**src/rtl/tt_check_pkg.sv**
```systemverilog
// -----------------------------------------------------------------------------
// tt_check_pkg
// Shared definitions for the truth-table response checker:
//   - FSM state encodings (IDLE, SETTLE, SAMPLE, DONE) as plain constants plus
//     an enum view of the same encodings for debug/readability
//   - SETTLE_W : width of the settle down-counter (holds SETTLE-1, SETTLE <= 15)
//   - tt_depth(): number of input vectors for a given input count
// No ports (package).
// -----------------------------------------------------------------------------
package tt_check_pkg;

  localparam int SETTLE_W = 4;

  localparam logic [1:0] ST_IDLE   = 2'd0;
  localparam logic [1:0] ST_SETTLE = 2'd1;
  localparam logic [1:0] ST_SAMPLE = 2'd2;
  localparam logic [1:0] ST_DONE   = 2'd3;

  typedef enum logic [1:0] {
    S_IDLE   = ST_IDLE,
    S_SETTLE = ST_SETTLE,
    S_SAMPLE = ST_SAMPLE,
    S_DONE   = ST_DONE
  } tt_state_e;

  // Number of vectors in an exhaustive sweep of n_in inputs.
  function automatic int tt_depth(input int n_in);
    return 1 << n_in;
  endfunction

endpackage

```
**src/rtl/tt_settle_timer.sv**
```systemverilog
// -----------------------------------------------------------------------------
// tt_settle_timer
// Loadable down-counter with a zero flag. Used to hold each vector on the DUT
// for a fixed number of cycles before it is sampled.
// Ports:
//   clk        in   rising-edge clock
//   reset      in   synchronous active-high reset (counter -> 0)
//   load_i     in   load load_val_i (has priority over dec_i)
//   load_val_i in   value to load
//   dec_i      in   decrement by one (saturates at zero)
//   zero_o     out  counter is zero
// -----------------------------------------------------------------------------
module tt_settle_timer
  import tt_check_pkg::*;
(
  input  logic                clk,
  input  logic                reset,
  input  logic                load_i,
  input  logic [SETTLE_W-1:0] load_val_i,
  input  logic                dec_i,
  output logic                zero_o
);

  logic [SETTLE_W-1:0] cnt_q, cnt_d;

  // NOTE: every signal written in always_comb gets a default first so no
  // path leaves it unassigned, which would otherwise infer a latch.
  always_comb begin
    cnt_d = cnt_q;
    if (load_i) begin
      cnt_d = load_val_i;
    end else if (dec_i && (cnt_q != '0)) begin
      cnt_d = cnt_q - SETTLE_W'(1);
    end
  end

  // NOTE: state registers use non-blocking assignments so every flop samples
  // the pre-edge values regardless of block ordering.
  always_ff @(posedge clk) begin
    if (reset) begin
      cnt_q <= '0;
    end else begin
      cnt_q <= cnt_d;
    end
  end

  assign zero_o = (cnt_q == '0);

endmodule

```
**config.mk**
```make
export PLATFORM = sky130hd
export DESIGN_NAME = tt_settle_timer
export DESIGN_NICKNAME = d
export VERILOG_FILES = /design/src/rtl/tt_check_pkg.sv /design/src/rtl/tt_settle_timer.sv
export SDC_FILE = /design/constraint.sdc
export NUM_CORES = 1
export LEC_CHECK = 0
export CAP_MARGIN = 0
export CORE_AREA = 2 2 39 41
export CTS_CLUSTER_SIZE = 20
export DETAILED_ROUTE_END_ITERATION = 10
export DIE_AREA = 0 0 41 43
export GPL_ROUTABILITY_DRIVEN = 0
export GPL_TIMING_DRIVEN = 0
export REMOVE_ABC_BUFFERS = 1
export SKIP_LAST_GASP = 1
export SLEW_MARGIN = 5
export SYNTH_ARGS = -nofsm -noshare
export SYNTH_HDL_FRONTEND = slang
export SYNTH_SLANG_ARGS = --single-unit
export TNS_END_PERCENT = 10
```
**constraint.sdc**
```tcl
create_clock -name clk -period 3.7 [get_ports clk]
set_input_delay 0.555 -clock clk [delete_from_list [all_inputs] [get_ports clk]]
set_output_delay 0.555 -clock clk [all_outputs]
set_load 0.01 [all_outputs]
```
==> results.py <==
metrics = {
    "setup_path": {
        "required_ns": 3.14,
        "criticalPathCategory": "reg -> out",
        "cpMostUsedCell": "inv_1",
        "crit_cells": 5,
        "critPathSlowestCell": "clkdlybuf4s50_1",
        "worst_path_dominant_cell_family": "buffers and inverters",
        "critPathMaxStageDelay_ns": 0.52,
        "r2r_slack_ns": 2.08,
        "endpoint_kind": "primary output",
        "ff2ff_path_depth": 5,
        "r2r_start": "cnt_q[1]$_SDFFE_PP0P_",
        "startpoint": "cnt_q[1]$_SDFFE_PP0P_",
        "start_kind": "flip-flop",
        "crit_path_cell_trace": "inv_1 -> ha_1 -> or3b_4 -> inv_1 -> clkdlybuf4s50_1",
        "crit_end": "zero_o",
        "worst-path-max-fanout": 5,
        "worstPathArrival_ns": 1.91,
        "timing.rr.end": "cnt_q[1]$_SDFFE_PP0P_",
        "crit_buf_inv": 3,
    },
    "detailed_routing": {
        "wl_per_cell_um": 9.93,
        "drc": 0,
        "routed_wl_um": 556,
        "vias_per_cell": 4.38,
        "ant_nets": 0,
        "dr.pass1.iters": 1,
        "drt_iter0_markers": 0,
        "vias": 245,
    },
    "die": {
        "pin_count": 9,
        "rows": 14,
        "die_h_um": 43,
        "core-area_um2": 1380,
        "die_w_um": 41,
        "start_util": 0.190,
        "die-area_um2": 1760,
    },
    "synth": {
        "synth_mux_area_frac": 0.0381,
        "synth_area_um2": 263,
        "yosys.area.top_type": "dfxtp_1",
        "synth-seq-cells": 4,
        "synth_top_area_frac": 0.305,
        "synth_top_family_by_area": "simple AND/OR/NAND/NOR gates",
        "synthCells": 29,
        "yosysSeqAreaShare": 0.305,
        "synth_fa_ha_area_frac": 0.0476,
        "synth_area_leaders": "dfxtp_1 30%, a2111oi_4 10%, nor2_1 7.1%",
        "synth_compound_area_frac": 0.267,
        "synthSimpleGateAreaFrac": 0.286,
        "syn_area_per_cell_um2": 9.06,
        "synth_cell_types": 16,
        "synth_xor_area_frac": 0,
        "ys.warnings.count": 0,
    },
    "cts": {
        "cts_root_buffer": "clkbuf_4",
        "clk_path_buf_depth": 2,
        "cts-hold-fix-buffers": 0,
        "post_cts_buffers": 0,
        "cts.repair.resized": 0,
        "h-tree-depth": 1,
        "clock_latency_ns": 0.23,
        "cts_made_buffers": 3,
        "cts_tree": "yes",
        "cts.sinks": 4,
        "clk_pin_slew_ns": 0.04,
    },
    "grt": {
        "antenna_found_initial": 0,
        "grt_pass1_vias": 224,
        "grt_start_max_net_pins": 8,
        "grt_use_total": 0.0804,
        "grt_pass1_wl_um": 890,
        "overflow": 0,
    },
    "pwr": {
        "power_w": 0.000143,
        "leakage_nw": 0.145,
        "power_report.internal_total_w": 0.000105,
        "p_sw_w": 0.0000380,
        "p_seq_frac": 0.352,
        "p_clk_frac": 0.375,
        "power_density_nw_per_um2": 370,
        "pwr-share-comb": 0.273,
        "swShare": 0.266,
        "ir_worst_vdd_v": 0.0000884,
    },
    "cells_and_area": {
        "syn2layout_area_growth_pct": 46.7,
        "fin_nets": 51,
        "reg_top3": "cnt_q (4)",
        "drive_gt1_frac": 0.150,
        "mostFrequentLayoutCells": "8 x clkdlybuf4s50_1, 5 x nor2_1, 4 x inv_1, 4 x dfxtp_1",
        "fin_cells": 56,
        "largest_reg_flops": 4,
        "top_register": "cnt_q",
        "diodes": 0,
        "final_common_cell": "clkdlybuf4s50_1",
    },
    "timing": {
        "slew_headroom": 0.806,
        "rsz0062_at_grt": "no",
        "timing.hold.ws_ns": 0.523,
        "setup_viol": 0,
        "setup_tns_ns": 0,
        "finalCritPeriodShare": 0.665,
        "fin_skew_ns": 0.000974,
        "clock.fmax_ghz": 0.406,
        "worstMarginPinSlew_ns": 0.290,
        "fin_crit_ns": 2.46,
        "finalHoldViolations": 0,
        "slew_violations": 0,
    },
    "placed_design": {
        "port_buffers": 8,
        "place_inst": 53,
        "dp_hpwl_um": 439,
    },
    "min_path": {
        "hold_class": "reg -> reg",
    },
    "run": {
        "cap_violations": 0,
    },
    "outcome": {
        "status": "finished clean",
    },
}
[final cells by class]
type	instances	area [µm²]
clock buffer	3	22.5
tap	16	20.0
sequential	4	80.1
timing repair buffer	8	80.1
fill	153	998
inverter	4	15.0
multi-input combinational	21	168
[power by group through the flow]
stage	clock (W)	combinational [W]	sequential (W)
3_3_place_gp	0	0.0000385	0.0000509
5_1_grt	0.0000598	0.0000427	0.0000505
6_report	0.0000534	0.0000390	0.0000502
3_5_place_dp	0	0.0000393	0.0000509
2_1_floorplan	0	0.0000223	0.0000503
4_1_cts	0.0000556	0.0000394	0.0000502
[per-stage QoR]
step	setup WS, ns	util	instance area, µm²
6_report	1.24	0.278	385
5_1_grt	1.16	0.278	385
4_1_cts	1.23	0.278	385
3_5_place_dp	1.48	0.262	363
3_3_place_gp	1.49	0.262	363
2_1_floorplan	2.03	-	263
[worst min path at each step]
stage,cells past startpoint,slack [ns],startpoint,endpoint
4_1_cts,2,0.53,cnt_q[2]$_SDFFE_PP0P_,cnt_q[2]$_SDFFE_PP0P_
5_1_grt,2,0.54,cnt_q[2]$_SDFFE_PP0P_,cnt_q[2]$_SDFFE_PP0P_
2_1_floorplan,2,0.48,cnt_q[2]$_SDFFE_PP0P_,cnt_q[2]$_SDFFE_PP0P_
3_3_place_gp,2,0.51,cnt_q[2]$_SDFFE_PP0P_,cnt_q[2]$_SDFFE_PP0P_
6_report,2,0.52,cnt_q[2]$_SDFFE_PP0P_,cnt_q[2]$_SDFFE_PP0P_
3_5_place_dp,2,0.52,cnt_q[2]$_SDFFE_PP0P_,cnt_q[2]$_SDFFE_PP0P_
[synthesized netlist by cell type]
| master | instances |
|---|---|
| ha_1 | 1 |
| nand3_1 | 1 |
| nor2_1 | 5 |
| a311o_1 | 1 |
| inv_1 | 4 |
| a311oi_1 | 2 |
| nand2_1 | 3 |
| a211oi_1 | 1 |
| mux2i_1 | 1 |
| or3b_4 | 1 |
| nor3_1 | 1 |
| dfxtp_1 | 4 |
| a21o_1 | 1 |
| nor4b_2 | 1 |
| a2111oi_4 | 1 |
| nand4b_1 | 1 |
[layer usage]
layer,share of wire,vias to the layer above,wire length (µm),track usage
met5,0,-,0,0
met4,0,0,0,0.0600
met3,0.043,0,24,0.0471
met2,0.49,2,275,0.109
met1,0.46,113,256,0.0871
li1,-,130,-,-
[cell families after synthesis]
| kind of cell | after synthesis |
|---|---|
| buf+inv | 4 |
| mux | 1 |
| fa+ha+maj | 1 |
| simple gates | 13 |
| flops | 4 |
| compound gates | 6 |
[worst reg2reg max path: cells and delay by family, from the launching register on]
family | cells | cell delay, ns
AND/OR/NAND/NOR | 1 | 0.44
AO/OA/AOI/OAI | 2 | 0.48
buffers and inverters | 1 | 0.11
flip-flops | 1 | 0.31
adder cells (fa/ha/maj) | 1 | 0.22
Note: power is estimated with default switching activity, not from simulation.
